File: config.mk
export PLATFORM = sky130hd
export DESIGN_NAME = gmii_tx_arbiter
export DESIGN_NICKNAME = d
export VERILOG_FILES = /design/src/rtl/gmii_tx_arbiter.sv
export SDC_FILE = /design/constraint.sdc
export NUM_CORES = 1
export LEC_CHECK = 0
export CORE_ASPECT_RATIO = 0.6
export CORE_MARGIN = 4
export CORE_UTILIZATION = 35
export DETAILED_ROUTE_END_ITERATION = 6
export SETUP_SLACK_MARGIN = 0.15
export SYNTH_ARGS = -nofsm -noshare
export SYNTH_HDL_FRONTEND = slang
export SYNTH_SLANG_ARGS = --single-unit
export TNS_END_PERCENT = 50
File: constraint.sdc
create_clock -name clk -period 3.68 [get_ports clk]
set_clock_uncertainty 0.05 [all_clocks]
set_input_delay 0.368 -clock clk [delete_from_list [all_inputs] [get_ports clk]]
set_output_delay 0.368 -clock clk [all_outputs]
set_load 0.02 [all_outputs]
File: src/rtl/gmii_tx_arbiter.sv
// Two-source GMII transmit scheduler: round-robin grant, start strobe, registered
// datapath, inter-frame gap, start-timeout and overlong-frame recovery.
module gmii_tx_arbiter #(
   parameter int unsigned IFG_CYCLES       = 12,
   parameter int unsigned START_TIMEOUT    = 16,
   parameter int unsigned MAX_FRAME_CYCLES = 1530
) (
   input  logic       clk,
   input  logic       RSTn,
   input  logic [1:0] req,
   output logic [1:0] start,
   input  logic       src0_tx_en,
   input  logic [7:0] src0_data,
   input  logic       src1_tx_en,
   input  logic [7:0] src1_data,
   output logic       gmii_tx_en,
   output logic [7:0] gmii_txd,
   output logic [1:0] grant,
   output logic       busy,
   output logic       timeout_err,
   output logic       overlong_err
);

   localparam int unsigned CNT_W = 8;
   localparam int unsigned FRM_W = $clog2(MAX_FRAME_CYCLES + 1);

   localparam logic [2:0] S_IDLE  = 3'd0;
   localparam logic [2:0] S_WAIT  = 3'd1;
   localparam logic [2:0] S_XMIT  = 3'd2;
   localparam logic [2:0] S_DRAIN = 3'd3;
   localparam logic [2:0] S_GAP   = 3'd4;

   localparam logic [CNT_W-1:0] WAIT_LAST = CNT_W'(START_TIMEOUT - 1);
   localparam logic [CNT_W-1:0] GAP_LAST  = CNT_W'(IFG_CYCLES - 1);
   localparam logic [FRM_W-1:0] FRM_MAX   = FRM_W'(MAX_FRAME_CYCLES);

   logic [2:0]       state, state_nxt;
   logic [CNT_W-1:0] wait_cnt, wait_cnt_nxt;
   logic [CNT_W-1:0] gap_cnt, gap_cnt_nxt;
   logic [FRM_W-1:0] frame_cnt, frame_cnt_nxt;
   logic             last_grant, last_grant_nxt;
   logic [1:0]       start_nxt, grant_nxt;
   logic             tx_en_nxt, busy_nxt, timeout_nxt, overlong_nxt;
   logic [7:0]       txd_nxt;
   logic             win_c;
   logic             sel_tx_en_c;
   logic [7:0]       sel_data_c;

   // Only the granted source is ever looked at
   always_comb begin
      sel_tx_en_c = 1'b0;
      sel_data_c  = 8'h00;
      if (grant[0]) begin
         sel_tx_en_c = src0_tx_en;
         sel_data_c  = src0_data;
      end else if (grant[1]) begin
         sel_tx_en_c = src1_tx_en;
         sel_data_c  = src1_data;
      end
   end

   always_comb begin
      state_nxt      = state;
      wait_cnt_nxt   = wait_cnt;
      gap_cnt_nxt    = gap_cnt;
      frame_cnt_nxt  = frame_cnt;
      last_grant_nxt = last_grant;
      grant_nxt      = grant;
      start_nxt      = 2'b00;
      tx_en_nxt      = 1'b0;
      txd_nxt        = 8'h00;
      timeout_nxt    = 1'b0;
      overlong_nxt   = 1'b0;
      win_c          = 1'b0;

      case (state)
         S_IDLE: begin
            wait_cnt_nxt  = '0;
            gap_cnt_nxt   = '0;
            frame_cnt_nxt = '0;
            grant_nxt     = 2'b00;
            if (req != 2'b00) begin
               // On a tie the source not served last wins
               case (req)
                  2'b01:   win_c = 1'b0;
                  2'b10:   win_c = 1'b1;
                  default: win_c = ~last_grant;
               endcase
               grant_nxt      = win_c ? 2'b10 : 2'b01;
               start_nxt      = win_c ? 2'b10 : 2'b01;
               last_grant_nxt = win_c;
               state_nxt      = S_WAIT;
            end
         end

         S_WAIT: begin
            if (sel_tx_en_c) begin
               tx_en_nxt     = 1'b1;
               txd_nxt       = sel_data_c;
               frame_cnt_nxt = FRM_W'(1);
               wait_cnt_nxt  = '0;
               state_nxt     = S_XMIT;
            end else if (wait_cnt == WAIT_LAST) begin
               timeout_nxt  = 1'b1;
               grant_nxt    = 2'b00;
               wait_cnt_nxt = '0;
               gap_cnt_nxt  = '0;
               state_nxt    = S_GAP;
            end else begin
               wait_cnt_nxt = wait_cnt + CNT_W'(1);
            end
         end

         S_XMIT: begin
            if (!sel_tx_en_c) begin
               grant_nxt   = 2'b00;
               gap_cnt_nxt = '0;
               state_nxt   = S_GAP;
            end else if (frame_cnt == FRM_MAX) begin
               overlong_nxt = 1'b1;
               state_nxt    = S_DRAIN;
            end else begin
               tx_en_nxt     = 1'b1;
               txd_nxt       = sel_data_c;
               frame_cnt_nxt = frame_cnt + FRM_W'(1);
            end
         end

         S_DRAIN: begin
            if (!sel_tx_en_c) begin
               grant_nxt   = 2'b00;
               gap_cnt_nxt = '0;
               state_nxt   = S_GAP;
            end
         end

         S_GAP: begin
            grant_nxt = 2'b00;
            if (gap_cnt == GAP_LAST) begin
               gap_cnt_nxt = '0;
               state_nxt   = S_IDLE;
            end else begin
               gap_cnt_nxt = gap_cnt + CNT_W'(1);
            end
         end

         default: begin
            grant_nxt = 2'b00;
            state_nxt = S_IDLE;
         end
      endcase

      busy_nxt = (state_nxt != S_IDLE);
   end

   always_ff @(posedge clk) begin
      if (!RSTn) begin
         state        <= S_IDLE;
         wait_cnt     <= '0;
         gap_cnt      <= '0;
         frame_cnt    <= '0;
         last_grant   <= 1'b1;
         start        <= 2'b00;
         grant        <= 2'b00;
         gmii_tx_en   <= 1'b0;
         gmii_txd     <= 8'h00;
         busy         <= 1'b0;
         timeout_err  <= 1'b0;
         overlong_err <= 1'b0;
      end else begin
         state        <= state_nxt;
         wait_cnt     <= wait_cnt_nxt;
         gap_cnt      <= gap_cnt_nxt;
         frame_cnt    <= frame_cnt_nxt;
         last_grant   <= last_grant_nxt;
         start        <= start_nxt;
         grant        <= grant_nxt;
         gmii_tx_en   <= tx_en_nxt;
         gmii_txd     <= txd_nxt;
         busy         <= busy_nxt;
         timeout_err  <= timeout_nxt;
         overlong_err <= overlong_nxt;
      end
   end

endmodule

* After elaboration in Yosys (flattened, before gate mapping)
Index checks and enable logic that the tools add are counted.
Operators by class: $mul 0, divide/modulo/power cells 0, $add $sub $neg 3, equality and inequality tests 15, shift-type cells 0, $lt $le $gt $ge 0, reductions and logical operators 14, mux-type cells 43, bitwise gates (word level) 3
Operator list (count):
- 8-bit 2-to-1 mux | 11
- 11-bit 2-to-1 mux | 3
- 11-bit one-hot mux with 3 select lines | 1
- 8-bit one-hot mux with 2 select lines | 2
- 8-bit one-hot mux with 4 select lines | 1
- 3-bit 2-to-1 mux | 7
- 8-bit by 1-bit adder with 8-bit output (second input constant) | 2
- 8-bit by 4-bit == test with 1-bit output (second input constant) | 2
- 3-bit one-hot mux with 5 select lines | 1
- 2-bit != test (second input constant) | 6
- 11-bit by 1-bit adder with 11-bit output (second input constant) | 1
- 11-bit == test (second input constant) | 1
- 2-bit 2-to-1 mux | 5
- 1-bit 2-to-1 mux | 9
- 4-bit AND reduction | 2
- 3-bit by 2-bit == test with 1-bit output (second input constant) | 2
- 2-bit one-hot mux with 3 select lines | 1
- 3-bit AND reduction | 2
- 3-bit nonzero test | 2
- 1-bit one-hot mux with 2 select lines | 2
- 2-bit AND reduction | 2
- 2-bit nonzero test | 2
- 4-bit nonzero test | 1
- 3-bit by 1-bit == test with 1-bit output (second input constant) | 1
- other kinds (7) | 9
Word-level totals: word-level logic and storage cells 90, memory bits (writable) 0, memories 0, input port bits 22, output and inout bits 16, register bits after elaboration 47, bits in read-only memories 0, bits in latches 0

* Logic depth before layout (Yosys ltp)
Gate-level depths: netlist of run 1.
depth in word-level cells 7, gate-level depth with buffers 8, mapped depth without buffers 7

* Worst setup path after synthesis of run 1
OpenSTA, ideal clock, no wires.
path kind reg-to-reg, start point register frame_cnt[1], end point register frame_cnt[7], cell stages (with the launch flop) 8, period minus slack after synthesis 1.745 ns, arrival time 1.562 ns, data required time 3.498 ns, buffers on the path 1, setup slack 1.935 ns, setup time 0.132 ns, cell sequence dfxtp_1 > ha_1 > nand4b_1 > or4_4 > a31oi_4 > buf_6 > or3_1 > a21oi_1
Between the ends: longest elaborated chain between the ends 4, elaborated cells on any way between the ends 7, those cells by class add/sub (1); eq/ne (2); mux (3); reduce/logical (1)
RTL lines:
- start, declared | line 40 | logic [FRM_W-1:0] frame_cnt, frame_cnt_nxt;
- start signal, assigned | line 174 | frame_cnt <= frame_cnt_nxt;
- 11-bit by 1-bit adder with 11-bit output | line 125 | frame_cnt_nxt = frame_cnt + FRM_W'(1);
- 11-bit 2-to-1 mux | line 119 | end else if (frame_cnt == FRM_MAX) begin
- 11-bit 2-to-1 mux | line 115 | if (!sel_tx_en_c) begin
- 11-bit one-hot mux with 3 select lines | line 76 | case (state)
Parallel ways exist; a longest one is shown, timed or not. The select of a mux whose other input is x is not followed. A chain may end at the register's enable or synchronous reset.

* Final worst setup path of run 1
start point register grant[0], end point register wait_cnt[4]
Between the ends: longest elaborated chain between the ends 3
RTL lines:
- start, declared | line 18 | output logic [1:0] grant,
- start signal, assigned | line 177 | grant <= grant_nxt;
- 1-bit 2-to-1 mux | line 53 | if (grant[0]) begin
- 8-bit 2-to-1 mux | line 97 | if (sel_tx_en_c) begin
- 8-bit one-hot mux with 2 select lines | line 76
- end signal, assigned | line 172 | wait_cnt <= wait_cnt_nxt;
- end, declared | line 38 | logic [CNT_W-1:0] wait_cnt, wait_cnt_nxt;
Every way passes these cells.

==> metrics, run 1 <==
status=completed; Final ANT Viol Nets=0; worst-margin pin slew=roughly 0.55 ns; DR iter-0 viols=103; Pwr Density=about 370 nW/um2; LEAKAGE=approximately 0.0010 uW; crit end category=flip-flop; largest cells by area after synthesis=dfxtp_1 41%, nand2_1 4.4%, nor2_1 4.3%; Setup crit start kind=flip-flop; Final setup viols=0; Die X=112 um; Max-cap violations=0; commonest cells in the netlist=47 x dfxtp_1, 27 x nand2_1, 26 x nor2_1, 16 x a21oi_1, 12 x o21ai_0; global route total overflow=0; post-cts resize count=0; first-pass GRT wire length=~9.0 mm; syn nets=289; CTS tree=done; CTS Buffer Depth=2; Primary FF master, synth=dfxtp_1; Slew headroom=0.631; Crit path arrival time=2.30 ns; CP max stage cell=dfxtp_1; Via density=about 5.2; layout net count=approximately 330; Max rail drop VDD=between 0.0001 and 0.00015 V; Seq/Total Area, Yosys=0.413; die span in y=70.5 um; Mapped Area=between 2000 and 2500 um2; Warnings, synthesis=0; Fin Setup TNS=0 ns; depth of the worst register-to-register path=5; largest net degree at the start of global routing=18; GRT Util Overall=0.142; CP Class=flip-flop to flip-flop; initial antenna violation count=0; Mapped Cells=approximately 260; Row Count=22; die area=7910 um2; Register Area=between 900 and 1000 um2; CTS H-tree lvls=2; Vias=approximately 2,000; Area Growth Syn to Fin=23.9%; Critical Path, Cell by Cell=nand3b_1 -> nand4_1 -> or2_1 -> or3_1 -> a21boi_1; Yosys reg bits=47; Remaining DRCs=0; fmax=roughly 480 MHz; clk slew on worst S/H paths=0.09 ns; clock root cell=clkbuf_8; syn_area_per_cell=a little under 9 um2; # IOs=38; Starting Density=0.366; Synth cell types=between 50 and 60; hold_ws=~0.46 ns; Hold Path Class=flip-flop to flip-flop; post-synth top area cell=dfxtp_1; Tmin final=2.10 ns; share of Yosys cell area claimed by the top area cell type=0.413; number of synthesized flops with an enable pin=0; RSZ-0062 raised after global routing=no; Final Cycle Share=0.571; final slew viol count=0; CP Data Required Time=slightly below 4 ns; post-detail-place hpwl=around 4 mm; total CTS buffers=5; Skew-Pair Late Insertion Delay=just over 0.3 ns; hold path depth=2; ANT cells=0; CP max stage delay=about 0.62 ns; Core Region=~6200 um2; count leader, synth=dfxtp_1; Final Hold Fails=0; port bufs=37; global placement routability congestion=0.821; crit-path max FO=14; Post-synth ARST share=0; hold buffers post-CTS=0; share of cells above drive strength 1=0.100; multi-input combinational cell area=~1300 um2; filler instances=632; drt first pass iters=4; final wirelength=around 5.4 mm; # Post-CTS Setup Buffers=0; vias in the first global route=~1,800; TritonCTS sink count=47; wire length per cell=about 14 um
[kinds of logic after synthesis]
family / synth area share
xor gates and xnor gates: 0.00384
adders and majority gates: 0.0329
and+or+nand+nor: 0.282
buffers and inverters: 0.0313
AOI/OAI and AO/OA: 0.238
DFF: 0.413
[sequential cells by signal, indices dropped and copies added (netlist names), 2 cells and up]
name / flops
wait_cnt: 8
start: 2
frame_cnt: 11
grant: 2
state: 3
gap_cnt: 8
gmii_txd: 8
[worst max-delay path: cells and delay by family, from the launching register on]
kind	cells	cell delay [ns]
compound gates	1	0.14
flops	1	0.62
simple gates	4	1.23
[where the power goes]
group | internal [uW] | switching, uW | total (uW)
combinational | 71.4 | 85.9 | 157
clock | 172 | 175 | 347
sequential | 521 | 19.3 | 541
[metrics by stage]
step	power (uW)	worst slack [ns]	instances	util	area, um2
final	1040	1.58	383	0.454	2830
after global routing	1100	1.40	383	0.454	2830
after CTS	1060	1.56	383	0.454	2830
after detailed placement	710	1.43	375	0.438	2730
after global placement	710	1.43	375	0.438	2730
after floorplan	651	1.94	261	-	2280
[layer usage]
layer  vias up  GRT usage  wire length, um
li1       1024          -                -
met1       910      0.228             3030
met2        45      0.172             2030
met3         8     0.0390              300
met4         0     0.0520               77
met5         -          0                0
[placed cells by master, fill, tap and decap left out, types with 2 or more instances in the layout]
master	n
nand3_1	8
o21ai_1	5
a22oi_1	11
or4_4	3
nor3b_1	2
and2_1	7
o21ai_0	12
nor2_2	2
nand2_1	27
nor2b_1	6
or2_1	2
a21boi_1	3
nor2_1	26
nand4_1	4
nand3b_1	2
and3_1	8
nor3_1	3
nand2b_1	3
clkdlybuf4s50_1	37
a21oi_1	16
or3_1	8
or2_2	2
ha_1	6
clkbuf_8	7
dfxtp_1	47
o221a_2	7
inv_1	9
[worst paths after layout]
kind | startpoint | slack [ns] | endpoint
setup / recovery | grant[0] | 1.58 | wait_cnt[4]
hold / removal | last_grant | 0.46 | last_grant
setup reg to reg | grant[0] | 1.58 | wait_cnt[4]
hold reg to reg | last_grant | 0.46 | last_grant
[final cells by class]
cell class	count	area share
clock buffer	8	0.0354
tap	84	0.0372
inverter	9	0.0120
sequential	47	0.333
timing repair buffer	38	0.134
multi-input combinational	197	0.449
Note: power is estimated with default switching activity, not from simulation.
==> run 2: changes to the inputs <==
==> constraint.sdc (replaced) <==
create_clock -name clk -period 1.8 [get_ports clk]
set_clock_uncertainty 0.05 [all_clocks]
set_input_delay 0.18 -clock clk [delete_from_list [all_inputs] [get_ports clk]]
set_output_delay 0.18 -clock clk [all_outputs]
set_load 0.02 [all_outputs]
==> run 2 against run 1 <==
Routed wire length grew 20%. Largest power group unchanged. The run now ends with setup timing left. Sequential power grew 100%. Maximum frequency grew 13%.
==> metrics, run 2 (same netlist as run 1, synthesis figures left out) <==
delay-heaviest family, CP=compound AO/OA/AOI/OAI gates; Row Count=22; Via density=between 5 and 6; Largest register FFs=11; Max rail drop VDD=0.000450 V; clock root cell=clkbuf_8; CP max stage delay=around 0.57 ns; WP buf/inv=0; hold buffers post-CTS=0; Pwr Total=2320 uW; RR Startpoint=wait_cnt[7]; Final ANT Viol Nets=0; Core Region=roughly 6200 um2; CP max stage cell=or4_4; filler instances=a little under 600; most common cell after layout, fill and taps aside=buf_4; initial antenna violation count=0; Remaining DRCs=0; global placement routability congestion=around 0.8; most flop-heavy register=frame_cnt; CP Data Required Time=1.95 ns; first-pass GRT wire length=about 10 mm; sw power=639 uW; die span in y=around 71 um; most frequent cells in the layout=48 x buf_4, 38 x dfxtp_1, 36 x clkdlybuf4s50_1; post-route worst setup slack=-0.0615 ns; port bufs=37; Final Hold Fails=0; Starting Density=0.366; layout net count=384; largest net degree at the start of global routing=19; worst-margin pin slew=0.553 ns; # IOs=38; final wirelength=between 6 and 7 mm; failing checks=setup timing; final design utilization=0.575; switching portion of total power=0.276; Final setup viols=15; Cell Int Power=roughly 1700 uW; Setup crit start kind=flip-flop; CTS H-tree lvls=2; die area=around 8000 um2; global route total overflow=0; Hold Path Class=input pin to flip-flop; Tmin final=1.86 ns; Max-cap violations=0; final slew viol count=0; Skew-Pair Late Insertion Delay=0.30 ns; vias in the first global route=2,152; TritonCTS sink count=47; ANT cells=0; clk slew on worst S/H paths=about 0.090 ns; Crit path arrival time=2.02 ns; GRT Util Overall=0.162; Fin Setup TNS=-0.420 ns; DR iter-0 viols=73; Pwr Density=about 650 nW/um2; wire length per cell=~15 um; placed instance count=between 400 and 500; Reg power frac=0.472; crit-path max FO=8; total CTS buffers=5; Vias=~2,300; RSZ-0062 raised after global routing=yes; crit path launch=wait_cnt[7]; CTS tree=done; share of cells above drive strength 1=0.378; Combinational Power Share=0.221; drt first pass iters=4; LEAKAGE=0.00138 uW; status=finished, violations left; CTS Buffer Depth=2; Final Cycle Share=1.03; HP Start=src1_data[3]; Die X=around 110 um; fmax=537 MHz; Critical Path, Cell by Cell=or4_4 -> o21ba_4 -> o31a_4 -> a22oi_2 -> nor2b_1; post-detail-place hpwl=~4.6 mm; Clk pwr share=0.308; Slew headroom=0.631; Area Growth Syn to Fin=56.8%; Final Non-Filler Cells=between 400 and 500; CP Class=flip-flop to flip-flop; crit end category=flip-flop
## run 2: cell count changes in the layout (fill, tap and decap cells not counted), sizes merged
| cell | change |
|---|---|
| dlymetal6s2s | +1 |
| clkdlybuf4s50 | -1 |
| buf | +58 |
## run 2: metal layers
layer | routed length (um) | GRT usage | vias to the layer above
li1 | - | - | 1144
met1 | 3330 | 0.241 | 1095
met2 | 2830 | 0.234 | 45
met3 | 296 | 0.0433 | 7
met4 | 56 | 0.0320 | 0
met5 | 0 | 0 | -
## run 2: final timing paths
check	depth (start not counted)	slack, ns	end
max	5	-0.06	gap_cnt[1]
min	3	0.44	gmii_txd[3]
max reg2reg	5	-0.06	gap_cnt[1]
min reg2reg	2	0.45	last_grant
## run 2: area by class of cell
type / instances / area, um2 / share of cell area
clock buffer: 8 / 100 / 0.0280
inverter: 9 / 33.8 / 0.00945
multi-input combinational: 197 / 1510 / 0.422
sequential: 47 / 952 / 0.266
tap: 84 / 105 / 0.0294
timing repair buffer: 96 / 875 / 0.245
## run 2: power by group through the flow
stage / Combinational [uW] / Sequential (uW) / Clock, uW
after CTS: 470 / 1090 / 725
after global routing: 552 / 1100 / 771
after detailed placement: 401 / 1110 / 0
final: 511 / 1090 / 713
after floorplan: 209 / 1120 / 0
after global placement: 395 / 1110 / 0
## run 2: repair_timing
item,4_1_cts,5_1_grt
gates resized for setup,35,35
buffers inserted,11,7
setup endpoints to repair,37,45
pin swaps,25,15
## run 2: per-stage QoR
stage | cell area [um2] | worst slack (ns) | hold slack [ns]
4_1_cts | 3370 | -0.0344 | 0.441
5_1_grt | 3570 | -0.115 | 0.444
6_report | 3570 | -0.0615 | 0.439
2_1_floorplan | 2280 | 0.0561 | 0.274
3_5_place_dp | 3040 | -0.173 | 0.424
3_3_place_gp | 3040 | -0.127 | 0.431
## run 2: worst register-to-register path: stages, from the launching register on
cell	delay, ns
dfxtp_2	0.33
or4_4	0.57
o21ba_4	0.22
o31a_4	0.34
a22oi_2	0.19
nor2b_1	0.06
==> run 3: changes to the inputs <==
--- a/config.mk
+++ b/config.mk
@@ -9,6 +9,8 @@
 export CORE_MARGIN = 4
 export CORE_UTILIZATION = 35
 export DETAILED_ROUTE_END_ITERATION = 6
+export GPL_TIMING_DRIVEN = 0
+export RECOVER_POWER = 25
 export SETUP_SLACK_MARGIN = 0.15
 export SYNTH_ARGS = -nofsm -noshare
 export SYNTH_HDL_FRONTEND = slang
==> run 3 against run 2 <==
Setup slack got worse by 0.040 ns. Register-to-register slack got worse by 0.04 ns. Clock power rose by 8.8%. Cell count fell by 7.9%. Non-clock buffer count fell by 35. Sequential power barely moved. The run still ends with setup timing left. Critical endpoint is now frame_cnt[9]. First-iteration DRC count rose by 18%.
==> metrics, run 3 (same netlist as run 1, synthesis figures left out) <==
largest net degree at the start of global routing=16; Design Area, Final=roughly 3300 um2; Pwr Density=~710 nW/um2; RSZ-0062 raised after global routing=yes; reg2reg setup slack=-0.10 ns; most flop-heavy register=frame_cnt; Die X=around 110 um; post-detail-place hpwl=approximately 4.2 mm; # IOs=38; failing checks=setup timing; fmax=between 500 and 600 MHz; Core Region=just over 6000 um2; filler instances=approximately 600; Starting Density=0.366; pre-CTS setup slack=-0.293 ns; Final ANT Viol Nets=0; Skew-Pair Late Insertion Delay=roughly 0.30 ns; clock root cell=clkbuf_8; GRT Util Overall=0.149; Largest register FFs=11; wire length per cell=around 14 um; final wirelength=5.87 mm; Crit path arrival time=roughly 2.1 ns; ANT cells=0; Slew headroom=0.583; most common cell after layout, fill and taps aside=dfxtp_1; Max rail drop VDD=0.000358 V; first-pass GRT wire length=a little under 10 mm; global route total overflow=0; CTS tree=done; crit end category=flip-flop; final slew viol count=0; LEAKAGE=0.00122 uW; Via density=approximately 5.2; hold path depth=3; CP Data Required Time=slightly below 2 ns; global placement routability congestion=0.804; Max-cap violations=0; Final setup viols=16; Row Count=22; Remaining DRCs=0; vias in the first global route=1,907; hold buffers post-CTS=0; Pwr Total=between 2000 and 2500 uW; DR iter-0 viols=86; worst-margin pin slew=0.626 ns; layout net count=between 300 and 400; Final Cycle Share=1.06; Final Hold Fails=0; Tmin final=around 1.9 ns; most frequent cells in the layout=35 x dfxtp_1, 26 x clkdlybuf4s50_1, 25 x nand2_1; CTS H-tree lvls=2; CP Class=flip-flop to flip-flop; Setup crit start kind=flip-flop; depth of the worst register-to-register path=8; die area=between 7000 and 8000 um2; initial antenna violation count=0; clk slew on worst S/H paths=0.09 ns; Vias=2,108; Area Growth Syn to Fin=42.9%; CTS Buffer Depth=2; crit-path max FO=5; post-route worst setup slack=-0.102 ns; Hold Path Class=input pin to flip-flop; total CTS buffers=5; status=finished, violations left; Fin Setup TNS=-0.916 ns; die span in y=70.5 um; post-placement cell area=between 2000 and 3000 um2; share of cells above drive strength 1=0.295; drt first pass iters=4; port bufs=36; TritonCTS sink count=47
==> run 3: through the flow <==
stage                     cells   util  hold slack (ns)
after detailed placement    381  0.442            0.429
after global routing        406  0.524            0.295
after CTS                   400  0.487            0.268
final                       406  0.524            0.286
after floorplan             261      -            0.274
after global placement      381  0.442            0.425
==> run 3: repair_timing <==
action	in CTS	in global routing
setup buffers	10	6
pin swaps	13	26
cloned	1	0
endpoints found under the setup margin	34	42
gates resized for setup	26	50
==> run 3: area by class of cell <==
class	instances	area [um2]	area share
Clock buffer	5	68.8	0.0211
Inverter	9	36.3	0.0111
Sequential cell	47	966	0.297
Buffer	8	41.3	0.0127
Multi-Input combinational cell	197	1490	0.457
Tap cell	84	105	0.0323
Timing Repair Buffer	53	507	0.156
Clock inverter	3	43.8	0.0134
==> run 3: path summary, 6_finish.rpt <==
path                  end         start
min          overlong_err          RSTn
max reg2reg  frame_cnt[9]  frame_cnt[0]
max          frame_cnt[9]  frame_cnt[0]
min reg2reg   wait_cnt[4]   wait_cnt[4]
==> run 3: critical path, stage by stage (launching register included) <==
cell	delay, ns
dfxtp_4	0.37
inv_4	0.06
ha_4	0.12
nand4b_1	0.15
or4_4	0.49
a31oi_4	0.24
buf_6	0.17
o31ai_2	0.07
a21oi_2	0.13
==> run 3: metal layers <==
metal	global-route usage	vias up	wire length, um	part of all wire
met5	0	-	0	0
met4	0.0320	0	46	0.0078
met3	0.0372	6	250	0.043
met2	0.208	47	2440	0.42
met1	0.229	976	3140	0.53
li1	-	1079	-	-
==> run 3: where the power goes <==
| group | switching [uW] | internal [uW] | total (uW) |
|---|---|---|---|
| logic | 250 | 211 | 461 |
| clock network | 362 | 414 | 776 |
| registers | 19.3 | 1060 | 1080 |
